<file path="src/rtl/alu_decode_queue_if.sv">
// Handshake bundle for alu_decode_queue.
//   master : upstream/downstream side (drives in_valid/in_instr/in_pc/out_ready)
//   slave  : the queue (drives in_ready, head fields and count)
// Ports carried:
//   in_valid/in_ready/in_instr/in_pc        instruction push side
//   out_valid/out_ready                     head handshake
//   out_alucontrol/out_instr/out_pc/out_ri  head entry fields
//   count                                   occupancy, clog2(DEPTH)+1 bits
interface alu_decode_queue_if #(
    parameter int DEPTH   = 4,
    parameter int ALUOP_W = 8,
    parameter int PC_W    = 32
);
    localparam int CW = $clog2(DEPTH) + 1;

    logic               in_valid;
    logic               in_ready;
    logic [31:0]        in_instr;
    logic [PC_W-1:0]    in_pc;
    logic               out_valid;
    logic               out_ready;
    logic [ALUOP_W-1:0] out_alucontrol;
    logic [31:0]        out_instr;
    logic [PC_W-1:0]    out_pc;
    logic               out_ri;
    logic [CW-1:0]      count;

    modport master (
        output in_valid, in_instr, in_pc, out_ready,
        input  in_ready, out_valid, out_alucontrol, out_instr, out_pc, out_ri, count
    );

    modport slave (
        input  in_valid, in_instr, in_pc, out_ready,
        output in_ready, out_valid, out_alucontrol, out_instr, out_pc, out_ri, count
    );
endinterface

</file>
<file path="src/rtl/alu_decode_queue.sv">
// alu_decode_queue: decodes MIPS instruction words to ALU control codes and
// buffers {alucontrol, ri, instr, pc} in a DEPTH-entry FIFO.
// Ports:
//   clk     rising-edge clock
//   resetn  asynchronous active-low reset
//   flush   synchronous discard of all entries (beats push/pop)
//   q       alu_decode_queue_if.slave handshake bundle
// Decode is combinational on q.in_instr and written on push, so a push into
// an empty queue is visible at the head right after that edge.
module alu_decode_queue #(
    parameter int DEPTH   = 4,
    parameter int ALUOP_W = 8,
    parameter int PC_W    = 32
) (
    input  logic                clk,
    input  logic                resetn,
    input  logic                flush,
    alu_decode_queue_if.slave   q
);
    localparam int AW = $clog2(DEPTH);
    localparam int CW = AW + 1;

    localparam logic [7:0] EXE_NOP_OP     = 8'b00000000;
    localparam logic [7:0] EXE_AND_OP     = 8'b00100100;
    localparam logic [7:0] EXE_OR_OP      = 8'b00100101;
    localparam logic [7:0] EXE_XOR_OP     = 8'b00100110;
    localparam logic [7:0] EXE_NOR_OP     = 8'b00100111;
    localparam logic [7:0] EXE_ANDI_OP    = 8'b01011001;
    localparam logic [7:0] EXE_ORI_OP     = 8'b01011010;
    localparam logic [7:0] EXE_XORI_OP    = 8'b01011011;
    localparam logic [7:0] EXE_LUI_OP     = 8'b01011100;
    localparam logic [7:0] EXE_SLL_OP     = 8'b01111100;
    localparam logic [7:0] EXE_SLLV_OP    = 8'b00000100;
    localparam logic [7:0] EXE_SRL_OP     = 8'b00000010;
    localparam logic [7:0] EXE_SRLV_OP    = 8'b00000110;
    localparam logic [7:0] EXE_SRA_OP     = 8'b00000011;
    localparam logic [7:0] EXE_SRAV_OP    = 8'b00000111;
    localparam logic [7:0] EXE_MOVZ_OP    = 8'b00001010;
    localparam logic [7:0] EXE_MOVN_OP    = 8'b00001011;
    localparam logic [7:0] EXE_MFHI_OP    = 8'b00010000;
    localparam logic [7:0] EXE_MTHI_OP    = 8'b00010001;
    localparam logic [7:0] EXE_MFLO_OP    = 8'b00010010;
    localparam logic [7:0] EXE_MTLO_OP    = 8'b00010011;
    localparam logic [7:0] EXE_SLT_OP     = 8'b00101010;
    localparam logic [7:0] EXE_SLTU_OP    = 8'b00101011;
    localparam logic [7:0] EXE_SLTI_OP    = 8'b01010111;
    localparam logic [7:0] EXE_SLTIU_OP   = 8'b01011000;
    localparam logic [7:0] EXE_ADD_OP     = 8'b00100000;
    localparam logic [7:0] EXE_ADDU_OP    = 8'b00100001;
    localparam logic [7:0] EXE_SUB_OP     = 8'b00100010;
    localparam logic [7:0] EXE_SUBU_OP    = 8'b00100011;
    localparam logic [7:0] EXE_ADDI_OP    = 8'b01010101;
    localparam logic [7:0] EXE_ADDIU_OP   = 8'b01010110;
    localparam logic [7:0] EXE_MULT_OP    = 8'b00011000;
    localparam logic [7:0] EXE_MULTU_OP   = 8'b00011001;
    localparam logic [7:0] EXE_DIV_OP     = 8'b00011010;
    localparam logic [7:0] EXE_DIVU_OP    = 8'b00011011;
    localparam logic [7:0] EXE_J_OP       = 8'b01001111;
    localparam logic [7:0] EXE_JAL_OP     = 8'b01010000;
    localparam logic [7:0] EXE_JALR_OP    = 8'b00001001;
    localparam logic [7:0] EXE_JR_OP      = 8'b00001000;
    localparam logic [7:0] EXE_BEQ_OP     = 8'b01010001;
    localparam logic [7:0] EXE_BNE_OP     = 8'b01010010;
    localparam logic [7:0] EXE_BLEZ_OP    = 8'b01010011;
    localparam logic [7:0] EXE_BGTZ_OP    = 8'b01010100;
    localparam logic [7:0] EXE_BLTZ_OP    = 8'b01000000;
    localparam logic [7:0] EXE_BGEZ_OP    = 8'b01000001;
    localparam logic [7:0] EXE_BLTZAL_OP  = 8'b01001010;
    localparam logic [7:0] EXE_BGEZAL_OP  = 8'b01001011;
    localparam logic [7:0] EXE_LB_OP      = 8'b11100000;
    localparam logic [7:0] EXE_LH_OP      = 8'b11100001;
    localparam logic [7:0] EXE_LW_OP      = 8'b11100011;
    localparam logic [7:0] EXE_LBU_OP     = 8'b11100100;
    localparam logic [7:0] EXE_LHU_OP     = 8'b11100101;
    localparam logic [7:0] EXE_SB_OP      = 8'b11101000;
    localparam logic [7:0] EXE_SH_OP      = 8'b11101001;
    localparam logic [7:0] EXE_SW_OP      = 8'b11101011;
    localparam logic [7:0] EXE_SYSCALL_OP = 8'b00001100;
    localparam logic [7:0] EXE_BREAK_OP   = 8'b00001101;
    localparam logic [7:0] EXE_TGE_OP     = 8'b00110000;
    localparam logic [7:0] EXE_TGEU_OP    = 8'b00110001;
    localparam logic [7:0] EXE_TLT_OP     = 8'b00110010;
    localparam logic [7:0] EXE_TLTU_OP    = 8'b00110011;
    localparam logic [7:0] EXE_TEQ_OP     = 8'b00110100;
    localparam logic [7:0] EXE_TNE_OP     = 8'b00110110;
    localparam logic [7:0] EXE_MFC0_OP    = 8'b01011101;
    localparam logic [7:0] EXE_MTC0_OP    = 8'b01100000;
    localparam logic [7:0] EXE_ERET_OP    = 8'b01101011;

    // Decode of the incoming word.
    logic [5:0] op, funct;
    logic [4:0] rs, rt;
    logic [7:0] dec_op;
    logic       dec_ri;

    assign op    = q.in_instr[31:26];
    assign rs    = q.in_instr[25:21];
    assign rt    = q.in_instr[20:16];
    assign funct = q.in_instr[5:0];

    always_comb begin
        dec_op = EXE_NOP_OP;
        dec_ri = 1'b0;
        case (op)
            6'b000000: begin
                case (funct)
                    6'b000000: dec_op = EXE_SLL_OP;
                    6'b000010: dec_op = EXE_SRL_OP;
                    6'b000011: dec_op = EXE_SRA_OP;
                    6'b000100: dec_op = EXE_SLLV_OP;
                    6'b000110: dec_op = EXE_SRLV_OP;
                    6'b000111: dec_op = EXE_SRAV_OP;
                    6'b001000: dec_op = EXE_JR_OP;
                    6'b001001: dec_op = EXE_JALR_OP;
                    6'b001010: dec_op = EXE_MOVZ_OP;
                    6'b001011: dec_op = EXE_MOVN_OP;
                    6'b001100: dec_op = EXE_SYSCALL_OP;
                    6'b001101: dec_op = EXE_BREAK_OP;
                    6'b010000: dec_op = EXE_MFHI_OP;
                    6'b010001: dec_op = EXE_MTHI_OP;
                    6'b010010: dec_op = EXE_MFLO_OP;
                    6'b010011: dec_op = EXE_MTLO_OP;
                    6'b011000: dec_op = EXE_MULT_OP;
                    6'b011001: dec_op = EXE_MULTU_OP;
                    6'b011010: dec_op = EXE_DIV_OP;
                    6'b011011: dec_op = EXE_DIVU_OP;
                    6'b100000: dec_op = EXE_ADD_OP;
                    6'b100001: dec_op = EXE_ADDU_OP;
                    6'b100010: dec_op = EXE_SUB_OP;
                    6'b100011: dec_op = EXE_SUBU_OP;
                    6'b100100: dec_op = EXE_AND_OP;
                    6'b100101: dec_op = EXE_OR_OP;
                    6'b100110: dec_op = EXE_XOR_OP;
                    6'b100111: dec_op = EXE_NOR_OP;
                    6'b101010: dec_op = EXE_SLT_OP;
                    6'b101011: dec_op = EXE_SLTU_OP;
                    6'b110000: dec_op = EXE_TGE_OP;
                    6'b110001: dec_op = EXE_TGEU_OP;
                    6'b110010: dec_op = EXE_TLT_OP;
                    6'b110011: dec_op = EXE_TLTU_OP;
                    6'b110100: dec_op = EXE_TEQ_OP;
                    6'b110110: dec_op = EXE_TNE_OP;
                    default:   dec_ri = 1'b1;
                endcase
            end
            6'b000001: begin
                case (rt)
                    5'b00000: dec_op = EXE_BLTZ_OP;
                    5'b00001: dec_op = EXE_BGEZ_OP;
                    5'b10000: dec_op = EXE_BLTZAL_OP;
                    5'b10001: dec_op = EXE_BGEZAL_OP;
                    default:  dec_ri = 1'b1;
                endcase
            end
            6'b010000: begin
                if (rs == 5'b00000)
                    dec_op = EXE_MFC0_OP;
                else if (rs == 5'b00100)
                    dec_op = EXE_MTC0_OP;
                else if (rs == 5'b10000 && funct == 6'b011000)
                    dec_op = EXE_ERET_OP;
                else
                    dec_ri = 1'b1;
            end
            6'b000010: dec_op = EXE_J_OP;
            6'b000011: dec_op = EXE_JAL_OP;
            6'b000100: dec_op = EXE_BEQ_OP;
            6'b000101: dec_op = EXE_BNE_OP;
            6'b000110: dec_op = EXE_BLEZ_OP;
            6'b000111: dec_op = EXE_BGTZ_OP;
            6'b001000: dec_op = EXE_ADDI_OP;
            6'b001001: dec_op = EXE_ADDIU_OP;
            6'b001010: dec_op = EXE_SLTI_OP;
            6'b001011: dec_op = EXE_SLTIU_OP;
            6'b001100: dec_op = EXE_ANDI_OP;
            6'b001101: dec_op = EXE_ORI_OP;
            6'b001110: dec_op = EXE_XORI_OP;
            6'b001111: dec_op = EXE_LUI_OP;
            6'b100000: dec_op = EXE_LB_OP;
            6'b100001: dec_op = EXE_LH_OP;
            6'b100011: dec_op = EXE_LW_OP;
            6'b100100: dec_op = EXE_LBU_OP;
            6'b100101: dec_op = EXE_LHU_OP;
            6'b101000: dec_op = EXE_SB_OP;
            6'b101001: dec_op = EXE_SH_OP;
            6'b101011: dec_op = EXE_SW_OP;
            default:   dec_ri = 1'b1;
        endcase
    end

    // FIFO storage and control.
    logic [ALUOP_W-1:0] mem_alu   [DEPTH];
    logic               mem_ri    [DEPTH];
    logic [31:0]        mem_instr [DEPTH];
    logic [PC_W-1:0]    mem_pc    [DEPTH];
    logic [AW-1:0]      wr_ptr, rd_ptr;
    logic [CW-1:0]      count_r;
    logic               push, pop;

    assign q.in_ready  = (count_r != CW'(DEPTH));
    assign q.out_valid = (count_r != '0);
    assign push        = q.in_valid & q.in_ready;
    assign pop         = q.out_valid & q.out_ready;

    always_ff @(posedge clk or negedge resetn) begin
        if (!resetn) begin
            wr_ptr    <= '0;
            rd_ptr    <= '0;
            count_r   <= '0;
            mem_alu   <= '{default: ALUOP_W'(EXE_NOP_OP)};
            mem_ri    <= '{default: 1'b0};
            mem_instr <= '{default: '0};
            mem_pc    <= '{default: '0};
        end else if (flush) begin
            wr_ptr  <= '0;
            rd_ptr  <= '0;
            count_r <= '0;
        end else begin
            if (push) begin
                mem_alu[wr_ptr]   <= ALUOP_W'(dec_op);
                mem_ri[wr_ptr]    <= dec_ri;
                mem_instr[wr_ptr] <= q.in_instr;
                mem_pc[wr_ptr]    <= q.in_pc;
                wr_ptr            <= wr_ptr + 1'b1;
            end
            if (pop)
                rd_ptr <= rd_ptr + 1'b1;
            case ({push, pop})
                2'b10:   count_r <= count_r + 1'b1;
                2'b01:   count_r <= count_r - 1'b1;
                default: count_r <= count_r;
            endcase
        end
    end

    // Head fields read straight from the slot at rd_ptr; they hold while
    // the head is not popped.
    assign q.out_alucontrol = mem_alu[rd_ptr];
    assign q.out_ri         = mem_ri[rd_ptr];
    assign q.out_instr      = mem_instr[rd_ptr];
    assign q.out_pc         = mem_pc[rd_ptr];
    assign q.count          = count_r;
endmodule

</file>
<file path="src/flat_wrapper.sv">
// flat-port wrapper written by rule: the top's interface ports become plain ports
module alu_decode_queue_flat 
#(
    parameter int DEPTH   = 4,
    parameter int ALUOP_W = 8,
    parameter int PC_W    = 32
)
  (clk, resetn, flush, q_in_valid, q_in_instr, q_in_pc, q_out_ready, q_in_ready, q_out_valid, q_out_alucontrol, q_out_instr, q_out_pc, q_out_ri, q_count);
  alu_decode_queue_if #(.DEPTH(DEPTH), .ALUOP_W(ALUOP_W), .PC_W(PC_W)) q_i ();
  input  logic clk;
  input  logic resetn;
  input  logic flush;
  input wire logic [$bits(q_i.in_valid)-1:0] q_in_valid;
  input wire logic [$bits(q_i.in_instr)-1:0] q_in_instr;
  input wire logic [$bits(q_i.in_pc)-1:0] q_in_pc;
  input wire logic [$bits(q_i.out_ready)-1:0] q_out_ready;
  output wire logic [$bits(q_i.in_ready)-1:0] q_in_ready;
  output wire logic [$bits(q_i.out_valid)-1:0] q_out_valid;
  output wire logic [$bits(q_i.out_alucontrol)-1:0] q_out_alucontrol;
  output wire logic [$bits(q_i.out_instr)-1:0] q_out_instr;
  output wire logic [$bits(q_i.out_pc)-1:0] q_out_pc;
  output wire logic [$bits(q_i.out_ri)-1:0] q_out_ri;
  output wire logic [$bits(q_i.count)-1:0] q_count;
  assign q_i.in_valid = q_in_valid;
  assign q_i.in_instr = q_in_instr;
  assign q_i.in_pc = q_in_pc;
  assign q_i.out_ready = q_out_ready;
  assign q_in_ready = q_i.in_ready;
  assign q_out_valid = q_i.out_valid;
  assign q_out_alucontrol = q_i.out_alucontrol;
  assign q_out_instr = q_i.out_instr;
  assign q_out_pc = q_i.out_pc;
  assign q_out_ri = q_i.out_ri;
  assign q_count = q_i.count;
  alu_decode_queue #(.DEPTH(DEPTH), .ALUOP_W(ALUOP_W), .PC_W(PC_W)) u_core (.clk(clk), .resetn(resetn), .flush(flush), .q(q_i));
endmodule
</file>
<file path="config.mk">
export PLATFORM = sky130hd
export DESIGN_NAME = alu_decode_queue_flat
export DESIGN_NICKNAME = d
export VERILOG_FILES = /design/src/rtl/alu_decode_queue_if.sv /design/src/rtl/alu_decode_queue.sv /design/src/flat_wrapper.sv
export SDC_FILE = /design/constraint.sdc
export NUM_CORES = 1
export LEC_CHECK = 0
export BUFFER_PORTS_ARGS = -buffer_cell sky130_fd_sc_hd__buf_2
export CORE_UTILIZATION = 55
export DETAILED_ROUTE_END_ITERATION = 10
export GPL_ROUTABILITY_DRIVEN = 0
export PLACE_DENSITY = 0.81
export SYNTH_ARGS = -nofsm -noshare
export SYNTH_HDL_FRONTEND = slang
export SYNTH_SLANG_ARGS = --single-unit
</file>
<file path="constraint.sdc">
create_clock -name clk -period 3.1 [get_ports clk]
set_input_delay 0.465 -clock clk [delete_from_list [all_inputs] [get_ports clk]]
set_output_delay 0.465 -clock clk [all_outputs]
set_load 0.02 [all_outputs]
</file>
Yosys cells after proc, flatten, opt, wreduce, memory -nomap -nowiden
Index checks and enable logic that the tools add are counted.
W data, S select, Z words.
{"block": "classes", "addsub": 4, "n_mul": 0, "div_mod_pow": 0, "n_lt_le_gt_ge": 3, "eq_ne": 67, "n_shift": 0, "n_mux": 40, "bitwise_logic": 5, "n_reduce_logical": 14}
{"cell": "$bwmux W128", "count": 2}
{"cell": "$pmux W7 S36", "count": 1}
{"cell": "$pmux W8 S25", "count": 1}
{"cell": "$mux W32", "count": 5}
{"cell": "$eq A6 B6 Y1 const B", "count": 24}
{"cell": "$bmux W32 S2", "count": 2}
{"cell": "$eq A6 B4 Y1 const B", "count": 14}
{"cell": "$demux W32 S2", "count": 1}
{"cell": "$eq A6 B5 Y1 const B", "count": 9}
{"cell": "$eq A6 B3 Y1 const B", "count": 7}
{"cell": "$mux W8", "count": 5}
{"cell": "$reduce_or A36 Y1", "count": 1}
{"cell": "$bwmux W32", "count": 1}
{"cell": "$pmux W7 S4", "count": 1}
{"cell": "$eq A6 B2 Y1 const B", "count": 4}
{"cell": "$reduce_or A22 Y1", "count": 1}
{"cell": "$bmux W8 S2", "count": 1}
{"cell": "$demux W8 S2", "count": 1}
{"cell": "$eq A5 B5 Y1 const B", "count": 3}
{"cell": "$logic_not A6 Y1", "count": 2}
{"cell": "$logic_not A5 Y1", "count": 2}
{"cell": "$mux W1", "count": 8}
{"cell": "$mux W2", "count": 4}
{"cell": "$mux W7", "count": 1}
{"cell": "other kinds (25)", "count": 32}
{"block": "totals", "register_bits": 299, "latch_bits": 0, "ram_bits": 0, "mem_bits_ro": 0, "inputBits": 69, "wordCells": 152, "n_memories": 0}

Depth between registers and ports, before layout
{"block": "depth", "ltp_word": 7, "mapped_depth": 9, "mapped_depth_nobuf": 6}

Worst setup path after synthesis
Ideal clock, no wire load.
{"block": "synth_path", "path_kind": "register to register", "startpoint": "reg u_core.count_r[0] (netlist: u_core.q.count[0])", "endpoint": "reg u_core.mem_instr[25] in the netlist's numbering", "arrival_ns": 2.124, "required_ns": 2.973, "setup_slack_ns": 0.849, "path_stages_with_launch": 9, "path_buffers": 4, "period_less_slack_ns": 2.251, "path_cell_list": "dfrtp_1 or3b_1 clkbuf_1 and3b_1 buf_6 nand2_4 buf_6 buf_4 mux2_1"}
{"block": "synth_via", "elab_chain_cells": 3}
{"element": "start, declared", "line_no": "alu_decode_queue.sv:197", "rtl": "logic [CW-1:0] count_r;"}
{"element": "start signal, assigned", "line_no": "alu_decode_queue.sv:229", "rtl": "2'b10: count_r <= count_r + 1'b1;"}
{"element": "start signal, assigned", "line_no": "alu_decode_queue.sv:230", "rtl": "2'b01: count_r <= count_r - 1'b1;"}
{"element": "start signal, assigned", "line_no": "alu_decode_queue.sv:231", "rtl": "default: count_r <= count_r;"}
{"element": "$ne A3 B3 Y1", "line_no": "alu_decode_queue.sv:200", "rtl": "assign q.in_ready = (count_r != CW'(DEPTH));"}
{"element": "net q_in_ready", "line_no": "flat_wrapper.sv:17", "rtl": "output wire logic [$bits(q_i.in_ready)-1:0] q_in_ready;"}
{"element": "$and A1 B1 Y1", "line_no": "alu_decode_queue.sv:202", "rtl": "assign push = q.in_valid & q.in_ready;"}
{"element": "$reduce_and A2 Y1 (no line)"}
{"element": "end signal, assigned by index", "line_no": "alu_decode_queue.sv:222", "rtl": "mem_instr[wr_ptr] <= q.in_instr;"}
{"element": "end, declared", "line_no": "alu_decode_queue.sv:194", "rtl": "logic [31:0] mem_instr [DEPTH];"}
The timed path passes the listed nets, and every way through them passes these cells.
A chain may end at the register's enable or synchronous reset.

Worst setup path after layout
{"block": "layout_path", "startpoint": "reg u_core.rd_ptr[1]", "endpoint": "out q_out_pc[15]"}
{"block": "layout_via", "elab_chain_cells": 4}
{"element": "start, declared", "line_no": "alu_decode_queue.sv:196", "rtl": "logic [AW-1:0] wr_ptr, rd_ptr;"}
{"element": "start signal, assigned", "line_no": "alu_decode_queue.sv:227", "rtl": "rd_ptr <= rd_ptr + 1'b1;"}
{"element": "$not A2 Y3 (not written as such)", "line_no": "alu_decode_queue.sv:241", "rtl": "assign q.out_pc = mem_pc[rd_ptr];"}
{"element": "$bmux W32 S2", "line_no": "alu_decode_queue.sv:241"}
{"element": "$mux W32 (not written as such) (2 in series)", "line_no": "alu_decode_queue.sv:241"}
{"element": "end, declared", "line_no": "flat_wrapper.sv:21", "rtl": "output wire logic [$bits(q_i.out_pc)-1:0] q_out_pc;"}
Every way passes these cells. The select of a mux whose other input is x is not followed.

==> results by group <==
Run status
  – Outcome: completed

Timing
  – RSZ-0062 raised after global routing: no
  – Slew Limit Headroom: 0.5447
  – # setup viols final: 0
  – Fin. Hold Viols: 0
  – Slew @ Worst Pin: 0.6829 ns
  – Slew Viols, Final: 0
  – Min Tclk post-route: 2.690 ns
  – Clock skew: approximately 0.0097 ns
  – Max Clk Rate: ~370 MHz
  – Setup total negative slack: 0 ns
  – Fin worst setup slack: approximately 0.4 ns
  – Final period util: 0.8678

Floorplan
  – Die ar.: approximately 26000 µm²
  – Starting Density: 0.5658
  – Core area: ~25000 µm²
  – Chip width: between 150 and 200 µm
  – Floorplan row count: 57
  – Io pins: around 150
  – Die Y: between 150 and 200 µm

Yosys
  – Seq cells post-synth: between 200 and 300
  – Area contributors post-synth: dfrtp_1 (54%), mux2_2 (13%), mux4_2 (12%), mux2_1 (9.3%), buf_4 (1.1%)
  – Post-synthesis sequential area ratio: 0.5375
  – Number of flops mapped to enable cells by yosys: 0
  – Synth cell count leaders: dfrtp_1 (299), mux2_2 (163), mux2_1 (115)
  – Avg Inst Size Synth: 15.38 µm²
  – Top cell type's share of synthesized area: 0.5375
  – Synth area leader: dfrtp_1
  – Most common cell in the netlist: dfrtp_1
  – Async set-reset flop share out of synthesis: 1.000
  – Post-Synthesis Cells: ~900
  – Syn_nets: between 900 and 1000
  – Synth warnings: 0
  – Main synth FF type: dfrtp_1
  – Post-Syn Area: between 10000 and 15000 µm²
  – Synth unique cells: 60

Route
  – Routed wl met3: approximately 1.6 mm
  – DRC: 0
  – DRT met1 WL: 12.59 mm
  – Final ANT Viol Nets: 0
  – Avg Vias per Cell: about 5.9
  – Met2 wire len: ~14 mm
  – Drt total wl: about 29 mm
  – Initial DRC Count: 535
  – Wire per inst: 20.70 µm
  – Vias post-DR: just over 8000
  – Max layer used: met5
  – 1st-pass router iterations: 5

Placed design
  – Post-Place Worst Slack: 0.6079 ns
  – Placed Area: approximately 15000 µm²
  – DP HPWL: 18.81 mm
  – IO buf count: 146

Layout
  – Final nets: approximately 1100
  – Area of the multi-input gates: 5959 µm²
  – Fill count: about 1800
  – Area Growth Syn to Fin: 14.80%
  – Proportion of layout cells with a drive suffix above 1: 0.4533
  – Sequential cell area: 7490 µm²
  – Final Cell Area: approximately 16000 µm²

Clock network
  – Worst-Skew Late Latency: about 0.54 ns
  – CTS tree: built
  – CTS buffer count: 30
  – H-tree levels: 1
  – Clk slew on worst S/H paths: 0.06 ns
  – Root buf cell: clkbuf_16
  – Clk sink count: roughly 300
  – # resized after CTS: 0
  – Clock buffer depth: 3

Worst setup path
  – Worst path cell trace: buf_4 > mux4_2 > buf_2
  – WP buf/inv: 2
  – Maximum fanout along the worst path: 31
  – WS Path Type: flop to primary output
  – Element type at the critical path end: primary output
  – Slowest stage delay, CP: ~0.76 ns
  – CP Launch Type: flop
  – CP arrival: approximately 2.2 ns
  – Slowest CP cell: dfrtp_4
  – Worst EP required: about 2.6 ns
  – CP top delay family: flip-flops

GRT
  – First-pass GRT wire length: about 47 mm
  – GR Overflow Total: 0
  – Vias in the first global route: around 8600
  – Global-route usage over all layers: 0.2318
  – Largest net degree at the start of global routing: 88
  – Initial antenna violation count: 5

Min path
  – Worst Hold Class: input port to flop

Job
  – Max Cap Viol: 0

Power
  – Pwr per Cell Area: approximately 1000 nW/µm²
  – Leak pwr: about 0.0073 µW
  – Maximum vdd drop: slightly below 0.0006 V
placed cells by master (no fill, tap or decap), drive strengths merged, types with 4 or more instances in the layout:
cell	instances
or3	4
clkinv	9
a21oi	11
o21ai	27
nor3	9
mux2	278
clkinvlp	6
nand3	5
ha	4
nand2b	9
nor2	18
o211ai	4
inv	4
nand2	28
clkbuf	37
dfrtp	299
buf	171
mux4	73
metrics by stage:
step	hold WS, ns	total power (µW)	utilization	instances
floorplan	0.1694	10630	-	905
global placement	0.4570	12130	0.6070	1329
detailed placement	0.4717	12410	0.6070	1329
CTS	0.1536	16160	0.6492	1385
global route	0.1648	16890	0.6494	1387
finish	0.1748	15990	0.6495	1388
flip-flops by register name, indices dropped and copies added (netlist names):
signal	cells
u_core.mem_alu	32
u_core.mem_instr	128
u_core.mem_pc	128
u_core.mem_ri	4
u_core.q.count	3
u_core.rd_ptr	2
u_core.wr_ptr	2
logic make-up after synthesis:
| family | Yosys count | synth area share |
|---|---|---|
| AOI/OAI and AO/OA | 70 | 0.03685 |
| buffers and inverters | 75 | 0.03442 |
| xor gates and xnor gates | 6 | 0.003776 |
| DFF | 299 | 0.5375 |
| muxes | 352 | 0.3437 |
| adders and majority gates | 5 | 0.005033 |
| and+or+nand+nor | 98 | 0.03874 |
where the power goes:
group          total (µW)  internal, µW  switching, µW  leakage, µW
logic                5680          2970           2710      0.00301
registers            6610          5680            927      0.00378
clock network        3690          2190           1510     0.000498
routing by layer:
metal,track usage,vias up
li1,-,3644
met1,0.3308,4298
met2,0.3640,206
met3,0.04622,53
met4,0.06775,2
met5,0,-
cell type report:
type / count / area share
diodes: 3 / 0.0004697
inverters: 4 / 0.0009395
well taps: 324 / 0.02537
clock buffers: 37 / 0.05308
multi-input cells: 531 / 0.3729
flip-flops and latches: 299 / 0.4686
clock inverters: 18 / 0.01127
repair buffers: 172 / 0.06733
worst register-to-register path: stages (launching register included):
cell and delay, ns:
dfrtp_1 0.44, or3b_1 0.50, and3b_1 0.35, nand2_4 0.41, buf_12 0.28, mux2_2 0.40
final timing paths:
path,from,end,slack [ns],depth (start not counted)
setup / recovery,u_core.rd_ptr[1],q_out_pc[15],0.41,3
hold / removal,q_in_instr[15],u_core.mem_instr[79],0.17,2
setup reg to reg,u_core.q.count[0],u_core.mem_instr[99],0.60,5
hold reg to reg,u_core.mem_instr[56],u_core.mem_instr[56],0.48,1
max in group asynchronous,resetn,u_core.mem_pc[20],1.66,3
min in group asynchronous,resetn,u_core.mem_instr[110],0.51,2
timing repair:
action,CTS,global route
endpoints found under the hold margin,81,0
buffers inserted,0,0
hold buffers,1,0
No activity file was read; power rests on OpenSTA's default activity.
